`src/rtl/stream_arb_mux_if.sv`:
```
// Handshake/bus bundle for stream_arb_mux.
// Signal names are given from the arbiter's point of view.
// The environment drives the i_* signals through "master".
// The arbiter drives the o_* signals through "slave".
interface stream_arb_mux_if #(
  parameter int DATA_WIDTH = 64,
  parameter int NUM_INPUTS = 5
);
  localparam int SEL_WIDTH = $clog2(NUM_INPUTS);

  logic [1:0]                       i_mode;
  logic [SEL_WIDTH-1:0]             i_sel;
  logic [NUM_INPUTS-1:0]            i_valid;
  logic [NUM_INPUTS*DATA_WIDTH-1:0] i_data;
  logic [NUM_INPUTS-1:0]            o_ready;
  logic                             o_valid;
  logic [DATA_WIDTH-1:0]            o_data;
  logic [SEL_WIDTH-1:0]             o_sel;
  logic                             i_ready;

  modport master (
    output i_mode, i_sel, i_valid, i_data, i_ready,
    input  o_ready, o_valid, o_data, o_sel
  );

  modport slave (
    input  i_mode, i_sel, i_valid, i_data, i_ready,
    output o_ready, o_valid, o_data, o_sel
  );
endinterface

```
`src/rtl/stream_arb_mux.sv`:
```
// N-to-1 valid/ready stream multiplexer.
// Arbitration is selectable per cycle: round-robin, fixed priority or forced select.
// A single registered output stage sustains one beat per cycle.
module stream_arb_mux #(
  parameter int DATA_WIDTH = 64,
  parameter int NUM_INPUTS = 5
) (
  input  logic            i_clk,
  input  logic            i_arst,
  stream_arb_mux_if.slave bus
);
  localparam int SEL_WIDTH = $clog2(NUM_INPUTS);
  // Every value of i_sel maps to a bit here; bits at or above NUM_INPUTS read as 0.
  localparam int SEL_SPAN  = 1 << SEL_WIDTH;

  logic                  r_valid;
  logic [DATA_WIDTH-1:0] r_data;
  logic [SEL_WIDTH-1:0]  r_sel;
  logic [SEL_WIDTH-1:0]  r_ptr;

  logic                  w_load_en;
  logic                  w_gnt_valid;
  logic [SEL_WIDTH-1:0]  w_gnt_idx;
  logic                  w_xfer;
  logic [SEL_SPAN-1:0]   w_valid_pad;
  logic [DATA_WIDTH-1:0] w_gnt_data;
  logic [NUM_INPUTS-1:0] w_ready;
  logic [SEL_WIDTH-1:0]  w_ptr_next;

  // The stage can take a beat whenever it is empty or draining this cycle.
  assign w_load_en   = !r_valid || bus.i_ready;
  assign w_valid_pad = SEL_SPAN'(bus.i_valid);

  // Select the granted channel for the current mode.
  always_comb begin : p_grant
    int v_idx;
    v_idx       = 0;
    w_gnt_valid = 1'b0;
    w_gnt_idx   = '0;
    case (bus.i_mode)
      2'd0: begin
        // Scan downward so the offset closest to the pointer is written last and wins.
        for (int k = NUM_INPUTS - 1; k >= 0; k--) begin
          v_idx = int'(r_ptr) + k;
          if (v_idx >= NUM_INPUTS) v_idx = v_idx - NUM_INPUTS;
          if (bus.i_valid[v_idx]) begin
            w_gnt_valid = 1'b1;
            w_gnt_idx   = SEL_WIDTH'(v_idx);
          end
        end
      end
      2'd1: begin
        for (int k = NUM_INPUTS - 1; k >= 0; k--) begin
          if (bus.i_valid[k]) begin
            w_gnt_valid = 1'b1;
            w_gnt_idx   = SEL_WIDTH'(k);
          end
        end
      end
      2'd2: begin
        if (w_valid_pad[bus.i_sel]) begin
          w_gnt_valid = 1'b1;
          w_gnt_idx   = bus.i_sel;
        end
      end
      default: begin
        w_gnt_valid = 1'b0;
      end
    endcase
  end

  // Route the granted channel's payload to the stage input.
  always_comb begin : p_data_mux
    w_gnt_data = '0;
    for (int k = 0; k < NUM_INPUTS; k++) begin
      if (w_gnt_idx == SEL_WIDTH'(k)) w_gnt_data = bus.i_data[k*DATA_WIDTH +: DATA_WIDTH];
    end
  end

  // One-hot ready to the granted channel, held at zero while in reset.
  always_comb begin : p_ready
    w_ready = '0;
    if (i_arst && w_load_en && w_gnt_valid) w_ready = NUM_INPUTS'(1) << w_gnt_idx;
  end

  assign w_xfer     = w_load_en && w_gnt_valid;
  assign w_ptr_next = (w_gnt_idx == SEL_WIDTH'(NUM_INPUTS - 1)) ? '0 : w_gnt_idx + 1'b1;

  // Output stage and round-robin pointer.
  always_ff @(posedge i_clk or negedge i_arst) begin
    if (!i_arst) begin
      r_valid <= 1'b0;
      r_data  <= '0;
      r_sel   <= '0;
      r_ptr   <= '0;
    end else begin
      if (w_load_en) r_valid <= w_xfer;
      if (w_xfer) begin
        r_data <= w_gnt_data;
        r_sel  <= w_gnt_idx;
        if (bus.i_mode == 2'd0) r_ptr <= w_ptr_next;
      end
    end
  end

  assign bus.o_ready = w_ready;
  assign bus.o_valid = r_valid;
  assign bus.o_data  = r_data;
  assign bus.o_sel   = r_sel;
endmodule

```
`src/flat_wrapper.sv`:
```
// flat-port wrapper written by rule: the top's interface ports become plain ports
module stream_arb_mux_flat 
#(
  parameter int DATA_WIDTH = 64,
  parameter int NUM_INPUTS = 5
)
  (i_clk, i_arst, bus_i_mode, bus_i_sel, bus_i_valid, bus_i_data, bus_i_ready, bus_o_ready, bus_o_valid, bus_o_data, bus_o_sel);
  stream_arb_mux_if #(.DATA_WIDTH(DATA_WIDTH), .NUM_INPUTS(NUM_INPUTS)) bus_i ();
  input  logic i_clk;
  input  logic i_arst;
  input wire logic [$bits(bus_i.i_mode)-1:0] bus_i_mode;
  input wire logic [$bits(bus_i.i_sel)-1:0] bus_i_sel;
  input wire logic [$bits(bus_i.i_valid)-1:0] bus_i_valid;
  input wire logic [$bits(bus_i.i_data)-1:0] bus_i_data;
  input wire logic [$bits(bus_i.i_ready)-1:0] bus_i_ready;
  output wire logic [$bits(bus_i.o_ready)-1:0] bus_o_ready;
  output wire logic [$bits(bus_i.o_valid)-1:0] bus_o_valid;
  output wire logic [$bits(bus_i.o_data)-1:0] bus_o_data;
  output wire logic [$bits(bus_i.o_sel)-1:0] bus_o_sel;
  assign bus_i.i_mode = bus_i_mode;
  assign bus_i.i_sel = bus_i_sel;
  assign bus_i.i_valid = bus_i_valid;
  assign bus_i.i_data = bus_i_data;
  assign bus_i.i_ready = bus_i_ready;
  assign bus_o_ready = bus_i.o_ready;
  assign bus_o_valid = bus_i.o_valid;
  assign bus_o_data = bus_i.o_data;
  assign bus_o_sel = bus_i.o_sel;
  stream_arb_mux #(.DATA_WIDTH(DATA_WIDTH), .NUM_INPUTS(NUM_INPUTS)) u_core (.i_clk(i_clk), .i_arst(i_arst), .bus(bus_i));
endmodule
```
`config.mk`:
```
export PLATFORM = sky130hd
export DESIGN_NAME = stream_arb_mux_flat
export DESIGN_NICKNAME = d
export VERILOG_FILES = /design/src/rtl/stream_arb_mux_if.sv /design/src/rtl/stream_arb_mux.sv /design/src/flat_wrapper.sv
export SDC_FILE = /design/constraint.sdc
export NUM_CORES = 1
export LEC_CHECK = 0
export CAP_MARGIN = 20
export CORE_AREA = 2 2 157 159
export CTS_CLUSTER_DIAMETER = 120
export CTS_CLUSTER_SIZE = 20
export DETAILED_ROUTE_END_ITERATION = 12
export DIE_AREA = 0 0 159 161
export SETUP_SLACK_MARGIN = 0.1
export SYNTH_ARGS = -nofsm -noshare
export SYNTH_HDL_FRONTEND = slang
export SYNTH_SLANG_ARGS = --single-unit
```
`constraint.sdc`:
```
create_clock -name i_clk -period 16.4 [get_ports i_clk]
set_input_delay 4.1 -clock i_clk [delete_from_list [all_inputs] [get_ports i_clk]]
set_output_delay 4.1 -clock i_clk [all_outputs]
set_load 0.05 [all_outputs]
```
==> summary.txt, run 1 <==
CTS buffer count: 9
CP Class: input pin to primary output
# nets final: 1694
Global-route wire length before repair: 49500 um
Clock sinks: 71
P&R area growth vs syn: 64.0%
Post-synth net total: 1356
WL/cell: 19.7 um
Crit-path cells: clkdlybuf4s50_1 -> nand4bb_1 -> o211ai_1 -> a211oi_2 -> a21oi_1 -> nor3_1 -> o32ai_1 -> a311oi_1 -> or2_2 -> ha_4 -> and4_1 -> clkdlybuf4s50_1
Root buf cell: clkbuf_16
Starting density of the core: 0.289
Sequential element share of the synthesized area: 0.257
Vias in the first global route: 8185
Placed cell area: 11000 sq um
Largest delay contributor family on the critical path: buffers and inverters
Worst slew margin: 0.403
Vias post-DR: 8574
Flip-flop and latch count after synthesis: 71
Design Power: 0.00227 W
Crit. path cell count: 12
Final Setup Violations: 0
Most common cell on crit path: clkdlybuf4s50_1
Yosys top cell by area: dfrtp_1
Post-route cell area: 11300 sq um
Worst-path fanout max: 60
Clock skew: 0.00713 ns
Commonest cells after routing, fill and taps aside: clkdlybuf4s50_1, nand2_1, nor2_1
Top post-synthesis cells by area: dfrtp_1, nand2_1, nor2_1
Max Cap Violations: 0
Post-CTS Hold Fix Bufs: 0
Worst-path cell with the longest stage delay: clkdlybuf4s50_1
Critical Path AT: 8.65 ns
Clk slew on worst S/H paths: 0.06 ns
Status: complete, no violations
Drt first pass iters: 7
Fin crit period: 12.75 ns
RSZ-0062 raised after global routing: false
Vias per std cell: 5.12
Main synth FF type: dfrtp_1
Post-synth EDFFs: 0
Final hold vios: 0
Site Rows: 57
Slew @ Worst Pin: 0.895 ns
Longest Clk Path Bufs: 2
Clk_lat worst skew: 0.34 ns
Die extent in x: 159 um
Crit path launch type: input pin
CTS resizes: 0
GPL Wtd Cong: 0.855
Worst VDD drop: 0.0000754 V
Cells after synthesis: 1008
Crit-path max cell delay: 0.80 ns
Asr flop ratio synth: 1.00
Mapped Area: 6920 sq um
Remaining antenna violation count: 0
Overall routing resource usage: 0.249
WL final: 32900 um
Setup bufs post-CTS: 0
Largest net degree at the start of global routing: 73
Mapped Avg Cell Area: 6.86 sq um
Die Footprint: 25600 sq um
Leak: 4.59 nW
HPWL Detailed: 25300 um
Top cell type's share of synthesized area: 0.257
Power per standard cell area: 200 nW/um^2
Hold Path Depth: 2
CTS tree: done
Layout fillers: 2489
Post-route clock period utilization: 0.778
Core Region: 24000 sq um
Initial antenna violation count: 1
R2r worst-path depth: 20
Die Height: 161 um
Hold Path Class: register to register
Commonest non-fill, non-tap cell in the layout: clkdlybuf4s50_1
Buffers on Ports: 405
Worst Path Required: 12.30 ns
Initial DRC count: 527
H-tree levels: 3
Fmax: 0.0784 GHz
Final setup TNS: 0 ns
Slew Limit Fails: 0
Post-synth cell types: 77
Yosys warns: 0
IO Count: 406
Critical path buffer and inverter count: 2
Residual DRC: 0
Share of cells above drive strength 1: 0.0415
Grt ovf: 0
CP endpoint kind: primary output
## routing by layer
metal	wire, um	global-route usage	share of wire
met1	13700	0.312	0.42
met2	16500	0.432	0.50
met3	1800	0.0429	0.055
met4	971	0.0893	0.029
met5	0	0	0
## metrics by stage
| step | hold slack (ns) | util | instances | setup WS, ns |
|---|---|---|---|---|
| after floorplan | 0.746 | - | 1008 | 5.11 |
| after global placement | 0.462 | 0.461 | 1659 | 3.75 |
| after detailed placement | 0.472 | 0.461 | 1659 | 3.71 |
| after CTS | 0.486 | 0.473 | 1674 | 3.69 |
| after global routing | 0.503 | 0.474 | 1675 | 3.34 |
| final | 0.481 | 0.474 | 1675 | 3.65 |
## power breakdown
part	internal, W	leakage [nW]	switching, W
Sequential	0.000254	0.904	0.0000487
Combinational	0.000621	3.54	0.00114
Clock	0.000121	0.141	0.0000792
## cells in the mapped netlist, types with 3 or more instances
library cell / n
nor2b_1: 5
nand2b_1: 5
a22oi_1: 65
buf_1: 4
buf_6: 12
nand4bb_1: 3
buf_2: 19
o21ai_1: 61
mux2i_1: 9
inv_1: 14
nor3_1: 4
o211ai_1: 3
o31ai_1: 3
clkbuf_1: 49
nor3b_1: 3
o21ai_0: 80
clkbuf_2: 5
a21oi_1: 78
and4_1: 6
a211oi_1: 64
or2_2: 4
ha_1: 14
dfrtp_1: 71
nand2_1: 210
nand4_1: 3
nor2_1: 142
xnor2_1: 3
and3_1: 4
## final cells by class
class,instances,area (sq um),area share
multi-input combinational,831,4660,0.411
timing repair buffer,418,4150,0.366
sequential,71,1780,0.157
tap,324,405,0.0357
clock buffer,10,239,0.0211
clock inverter,5,58.8,0.00518
inverter,15,56.3,0.00496
antenna,1,2.50,0.000221
## worst paths after layout
| check | from | to | slack [ns] |
|---|---|---|---|
| min in group asynchronous | i_arst | u_core.r_ptr[2] | 3.62 |
| worst min-delay path | u_core.bus.o_data[58] | u_core.bus.o_data[58] | 0.48 |
| worst min register to register | u_core.bus.o_data[58] | u_core.bus.o_data[58] | 0.48 |
| worst max register to register | u_core.r_ptr[1] | u_core.bus.o_data[61] | 10.03 |
| max in group asynchronous | i_arst | u_core.bus.o_data[63] | 11.71 |
| worst max-delay path | bus_i_valid[3] | bus_o_ready[2] | 3.65 |
## cell families (layout without fill, tap and decap cells)
| logic type | after synthesis | in the layout | share of synthesized area |
|---|---|---|---|
| multiplexers | 15 | 15 | 0.0282 |
| other | 0 | 1 | 0 |
| adder cells (fa/ha/maj) | 15 | 15 | 0.0282 |
| AND/OR/NAND/NOR | 404 | 404 | 0.246 |
| buffers and inverters | 106 | 448 | 0.0759 |
| XOR/XNOR | 5 | 5 | 0.00633 |
| flip-flops | 71 | 71 | 0.257 |
| AO/OA/AOI/OAI | 392 | 392 | 0.359 |
## worst register-to-register path: cells and delay by family, from the launching register on
kind                     cells  cell delay, ns
AO/OA/AOI/OAI                9            1.87
AND/OR/NAND/NOR              5            1.31
buffers and inverters        3            1.16
adder cells (fa/ha/maj)      2            0.98
flip-flops                   1            0.71
multiplexers                 1            0.26
## sequential cells by signal (all words and copies together) (netlist names)
signal	flops
u_core.bus.o_valid	1
u_core.bus.o_sel	3
u_core.r_ptr	3
u_core.bus.o_data	64
No activity file was read; power rests on OpenSTA's default activity.
==> run 2: changes to the inputs <==
- CORE_AREA: 2 2 157 159 -> 2 2 158 160
- DIE_AREA: 0 0 159 161 -> 0 0 160 162
- clock period: 16.4 -> 13.3 ns (I/O delays scaled with it)
==> run 2 against run 1 <==
Clock skew up 0.0050 ns; worst hold slack worse by 0.0060 ns; via count up 0.40%; die area up 1.3%; setup slack worse by 2.0 ns; clock power up 30%; non-clock buffer count up 1; final area up 0.25%; global-route usage down 0.37 points.
==> summary.txt, run 2 (same netlist as run 1, synthesis figures left out) <==
Vias post-DR: 8608 (+0.40%)
Hold Path Depth: 2 (unchanged)
Core Region: 24100 sq um (+0.60%)
CTS resizes: 0 (unchanged)
RSZ-0062 raised after global routing: false
Drt first pass iters: 5 (-2)
H-tree levels: 3 (unchanged)
R2r worst-path depth: 20 (unchanged)
Share of cells above drive strength 1: 0.0429 (+0.00142)
# nets final: 1695 (+0.059%)
Sequential standard cell area: 1780 sq um (unchanged)
Site Rows: 57 (unchanged)
Final hold vios: 0 (unchanged)
Fin crit period: 11.61 ns
Starting density of the core: 0.287 (-0.00171)
Max reg flops: 64 (unchanged)
Max Cap Violations: 0 (unchanged)
Grt ovf: 0 (unchanged)
CTS tree: done
Worst-path fanout max: 67 (+12%)
Post-CTS Hold Fix Bufs: 0 (unchanged)
Die Footprint: 25900 sq um (+1.3%)
Setup WS post-layout: 1.69 ns (-1.96 ns)
Design Power: 0.00281 W (+24%)
P&R area growth vs syn: 64.4%
Residual DRC: 0 (unchanged)
Critical Path AT: 8.29 ns (-0.36 ns)
Die Height: 162 um (+0.62%)
WL final: 33200 um (+0.89%)
FF-to-FF setup slack: 6.53 ns (-3.50 ns)
CP Class: input pin to primary output
R2R Path Start: u_core.r_ptr[1]
Reg-to-Reg End: u_core.bus.o_data[22]
Leak: 4.60 nW (+0.34%)
CP endpoint kind: primary output
Crit path launch type: input pin
Largest net degree at the start of global routing: 74 (+1.4%)
Setup bufs post-CTS: 0 (unchanged)
Clk_lat worst skew: 0.34 ns (about the same)
Vias in the first global route: 8278 (+1.1%)
Worst slew margin: 0.355 (-0.0481)
Post-place setup slack: 1.80 ns (-1.91 ns)
Worst setup path startpoint: bus_i_valid[3]
Die extent in x: 160 um (+0.63%)
HPWL Detailed: 25300 um (-0.12%)
WL/cell: 19.8 um (+0.65%)
CTS buffer count: 9 (unchanged)
Post-route clock period utilization: 0.873
Slew @ Worst Pin: 0.967 ns (+0.0722 ns)
Slew Limit Fails: 0 (unchanged)
GPL Wtd Cong: 0.846 (-1.1%)
Longest Clk Path Bufs: 2 (unchanged)
Global-route wire length before repair: 49400 um (-0.34%)
Vias per std cell: 5.13 (+0.16%)
Clk slew on worst S/H paths: 0.06 ns (about the same)
Buffers on Ports: 405 (unchanged)
Final setup TNS: 0 ns (unchanged)
Worst VDD drop: 0.000103 V (+37%)
Commonest non-fill, non-tap cell in the layout: clkdlybuf4s50_1
Area of the multi-input gates: 4660 sq um (unchanged)
IO Count: 406 (unchanged)
Fmax: 0.0861 GHz
Final Setup Violations: 0 (unchanged)
Root buf cell: clkbuf_16
Hold Path Class: register to register
Clock skew: 0.0122 ns (+0.00504 ns)
Commonest cells after routing, fill and taps aside: clkdlybuf4s50_1, nand2_1, nor2_1
Hold endpoint: u_core.bus.o_data[59]
Layout fillers: 2553 (+2.6%)
Clock sinks: 71 (unchanged)
Worst Path Required: 9.97 ns (-2.33 ns)
Remaining antenna violation count: 0 (unchanged)
Initial antenna violation count: 4 (+3)
Power per standard cell area: 247 nW/um^2 (+23%)
Status: complete, no violations
Overall routing resource usage: 0.245 (-0.00375)
Initial DRC count: 527 (unchanged)
Hold path startpoint: u_core.bus.o_data[59]
[run 2: cell types whose count changed in the layout (fill, tap and decap cells not counted)]
cell,previous run,this run
inv_6,0,3
buf_4,14,15
diode_2,1,3
clkinv_2,1,0
inv_8,0,1
clkinv_4,1,0
clkinvlp_4,2,1
[run 2: through the flow]
step	std cells	instance area (sq um)	hold WS, ns	utilization
after floorplan	1008	6920	0.746	-
after global placement	1660	11100	0.463	0.459
after detailed placement	1660	11100	0.465	0.459
after CTS	1676	11400	0.479	0.472
after global routing	1679	11400	0.502	0.472
final	1679	11400	0.475	0.472
[run 2: area by class of cell]
cell class	count	area share
sequential	71	0.156
timing repair buffer	419	0.365
multi-input combinational	831	0.410
clock inverter	6	0.00660
clock buffer	10	0.0210
antenna	3	0.000660
inverter	15	0.00495
tap	324	0.0356
[run 2: worst max-delay path: stages]
cell and delay, ns:
clkdlybuf4s50_1 0.72, nand4bb_1 0.26, o211ai_1 0.18, a211oi_2 0.50
a21oi_1 0.10, nor3_1 0.28, o32ai_1 0.12, a311oi_1 0.58
or2_2 0.26, ha_2 0.17, buf_4 0.63, and4_1 0.32
clkdlybuf4s50_1 0.80
[run 2: power breakdown]
group,internal (W),total [W],switching (W)
Clock,0.000154,0.000259,0.000105
Sequential,0.000313,0.000374,0.0000605
Combinational,0.000765,0.00218,0.00141
[run 2: how the worst max path moves through the flow]
| stage | slack (ns) | endpoint |
|---|---|---|
| after floorplan | 3.56 | bus_o_ready[0] |
| after global placement | 1.93 | bus_o_ready[0] |
| after CTS | 1.76 | bus_o_ready[0] |
| after detailed placement | 1.80 | bus_o_ready[0] |
| after global routing | 1.45 | bus_o_ready[0] |
| final | 1.69 | bus_o_ready[0] |
[run 2: routing by layer]
metal,share of wire,GRT usage,vias to the layer above,wire [um]
met5,0.00039,0,-,13
met4,0.022,0.0692,2,741
met3,0.064,0.0508,32,2120
met2,0.51,0.437,327,16800
met1,0.41,0.300,3960,13500
li1,-,-,4287,-
==> run 3: changes to the inputs <==
--- a/config.mk
+++ b/config.mk
@@ -7,9 +7,10 @@
 export LEC_CHECK = 0
 export CAP_MARGIN = 20
-export CORE_AREA = 2 2 158 160
+export CORE_AREA = 2 2 159 161
 export CTS_CLUSTER_DIAMETER = 120
 export CTS_CLUSTER_SIZE = 20
 export DETAILED_ROUTE_END_ITERATION = 12
-export DIE_AREA = 0 0 160 162
+export DIE_AREA = 0 0 161 163
+export DONT_BUFFER_PORTS = 1
 export SETUP_SLACK_MARGIN = 0.1
 export SYNTH_ARGS = -nofsm -noshare
==> constraint.sdc (replaced) <==
create_clock -name i_clk -period 13.3 [get_ports i_clk]
set_input_delay 1.995 -clock i_clk [delete_from_list [all_inputs] [get_ports i_clk]]
set_output_delay 1.995 -clock i_clk [all_outputs]
set_load 0.05 [all_outputs]
==> run 3 against run 2 <==
Sequential share of layout area up 8.6 points; global-route usage decreased by 5.1 points; combinational power decreased by 29%; setup slack gained 4.0 ns; sequential cell count did not move; first-iteration DRC count up 44%; clock power grew 4%; sequential power is 90% higher; wire length decreased by 19%; critical path type is now register to primary output; critical endpoint is now bus_o_ready[4]; largest cell class unchanged.
==> summary.txt, run 3 (same netlist as run 1, synthesis figures left out) <==
P&R area growth vs syn: 5.99%
Final hold vios: 0 (unchanged)
Fin crit period: 7.65 ns (-3.96 ns)
Post-CTS Hold Fix Bufs: 0 (unchanged)
H-tree levels: 3 (unchanged)
Reg-to-Reg End: u_core.bus.o_data[60]
WL final: 27100 um (-19%)
Post-route clock period utilization: 0.576 (-0.297)
Commonest cells after routing, fill and taps aside: nand2_1, nor2_1, o21ai_0
Grt ovf: 0 (unchanged)
Grt met3 use: 0.0474 (-0.00345)
Drt first pass iters: 5 (unchanged)
Initial DRC count: 757 (+44%)
Clock power frac: 0.107 (+0.015)
Final Setup Violations: 0 (unchanged)
R2r worst-path depth: 20 (unchanged)
Setup bufs post-CTS: 0 (unchanged)
R2R Path Start: u_core.r_ptr[1]
Largest net degree at the start of global routing: 83 (+12%)
Crit path launch type: register
Post-place setup slack: 5.84 ns (+4.04 ns)
IO Count: 406 (unchanged)
GR Util met1: 0.257 (-0.0430)
Final setup TNS: 0 ns (unchanged)
Hold Path Depth: 2 (unchanged)
GPL Wtd Cong: 0.863 (+2.0%)
Leak: 3.03 nW (-34%)
Max reg flops: 64 (unchanged)
CTS resizes: 0 (unchanged)
Switching part of the total: 0.598 (+0.0368)
HPWL Detailed: 20300 um (-20%)
Remaining antenna violation count: 0 (unchanged)
Overall routing resource usage: 0.194 (-0.0506)
CTS tree: done
Site Rows: 58 (+1.8%)
WL/cell: 21.1 um (+6.9%)
Global-route wire length before repair: 39900 um (-19%)
Dpl cells: 1260 (-24%)
Clock sinks: 71 (unchanged)
RSZ-0062 raised after global routing: false
Buffers on Ports: 0 (-100%)
Status: complete, no violations
Fmax: 0.131 GHz (+52%)
Power share of the combinational group: 0.611 (-0.164)
CP Class: register to primary output
Register share of total power: 0.282 (+0.149)
Initial antenna violation count: 4 (unchanged)
Worst-path fanout max: 37 (-45%)
Worst Path Required: 11.31 ns (+1.34 ns)
# nets final: 1289 (-24%)
Vias per std cell: 5.68 (+11%)
Max Cap Violations: 0 (unchanged)
Worst setup path startpoint: u_core.r_ptr[1]
Setup WS post-layout: 5.65 ns (+3.96 ns)
Slew @ Worst Pin: 0.975 ns (+0.00817 ns)
Starting density of the core: 0.280 (-0.00661)
Share of cells above drive strength 1: 0.0592 (+0.0163)
Root buf cell: clkbuf_16
Worst slew margin: 0.348 (-0.00699)
Switching power: 0.00151 W (-4.4%)
Worst VDD drop: 0.000116 V (+12%)
Met2 Use GR: 0.303 (-0.134)
Vias in the first global route: 6634 (-20%)
Longest Clk Path Bufs: 2 (unchanged)
Die Footprint: 26200 sq um (+1.2%)
CP endpoint kind: primary output
Clk_lat worst skew: 0.34 ns (about the same)
Die extent in x: 161 um (+0.63%)
Pint: 0.00101 W (-18%)
Core Region: 24700 sq um (+2.4%)
Hold Path Class: register to register
Slew Limit Fails: 0 (unchanged)
Die Height: 163 um (+0.62%)
Clk slew on worst S/H paths: 0.06 ns (about the same)
Vias post-DR: 7264 (-16%)
Critical Path AT: 5.66 ns (-2.63 ns)
Residual DRC: 0 (unchanged)
FF-to-FF setup slack: 6.51 ns (-0.02 ns)
Power per standard cell area: 343 nW/um^2 (+39%)
Setup crit end: bus_o_ready[4]
Commonest non-fill, non-tap cell in the layout: nand2_1
CTS buffer count: 9 (unchanged)
Layout fillers: 2714 (+6.3%)
GRT busiest layer: met2
Cell Count, Final, Fillers Out: 1280 (-24%)
Clock skew: 0.0114 ns (-0.000750 ns)
-- run 3: changes by cell type in the layout (fill, tap and decap cells not counted) --
cell             previous run  this run
buf_4                      15        13
clkdlybuf4s50_1           404         0
inv_6                       3         1
bufinv_16                   1         2
clkinv_4                    0         1
inv_8                       1         0
clkinv_2                    0         2
clkbuf_8                    1         0
diode_2                     3         4
-- run 3: worst min path at each step --
stage                          start               endpoint  slack [ns]
3_5_place_dp   u_core.bus.o_data[53]  u_core.bus.o_data[53]        0.78
4_1_cts        u_core.bus.o_data[53]  u_core.bus.o_data[53]        0.78
3_3_place_gp    u_core.bus.o_data[0]   u_core.bus.o_data[0]        0.77
6_report       u_core.bus.o_data[53]  u_core.bus.o_data[53]        0.78
2_1_floorplan  u_core.bus.o_data[51]  u_core.bus.o_data[51]        0.75
5_1_grt        u_core.bus.o_data[18]  u_core.bus.o_data[18]        0.80
-- run 3: area by class of cell --
cell class | instances | area, sq um | share of cell area
diodes | 4 | 10.0 | 0.00136
clock buffers | 9 | 225 | 0.0307
clock inverters | 7 | 95.1 | 0.0130
inverters | 15 | 56.3 | 0.00768
multi-input cells | 831 | 4660 | 0.635
flip-flops and latches | 71 | 1780 | 0.242
well taps | 330 | 413 | 0.0563
repair buffers | 13 | 97.6 | 0.0133
-- run 3: worst max-delay path: stages (launching register included) --
cell      delay [ns]
dfrtp_1         0.69
inv_1           0.26
ha_1            0.73
mux2i_1         0.25
o211ai_1        0.14
a211oi_2        0.46
a21oi_1         0.10
nor3_1          0.22
o32ai_1         0.11
a311oi_1        0.52
or2_2           0.25
ha_2            0.73
nor2b_1         0.32
and3_1          0.52
-- run 3: power by group through the flow --
stage,Sequential [W],Combinational [W],Clock (W)
6_report,0.000711,0.00154,0.000270
5_1_grt,0.000720,0.00172,0.000288
4_1_cts,0.000713,0.00153,0.000281
3_5_place_dp,0.000718,0.00153,0
3_3_place_gp,0.000717,0.00152,0
2_1_floorplan,0.000672,0.00122,0
-- run 3: layer usage --
| metal | up-vias | share of wire |
|---|---|---|
| met2 | 385 | 0.47 |
| li1 | 3465 | - |
| met4 | 0 | 0.033 |
| met3 | 49 | 0.078 |
| met1 | 3365 | 0.42 |
| met5 | - | 0 |
-- run 3: per-stage QoR --
stage | utilization | area (sq um) | total power (W) | hold WS (ns)
floorplan | - | 6920 | 0.00189 | 0.746
global placement | 0.284 | 7000 | 0.00223 | 0.773
CTS | 0.297 | 7320 | 0.00253 | 0.783
global route | 0.297 | 7330 | 0.00273 | 0.798
detailed placement | 0.284 | 7000 | 0.00225 | 0.775
finish | 0.297 | 7330 | 0.00252 | 0.782
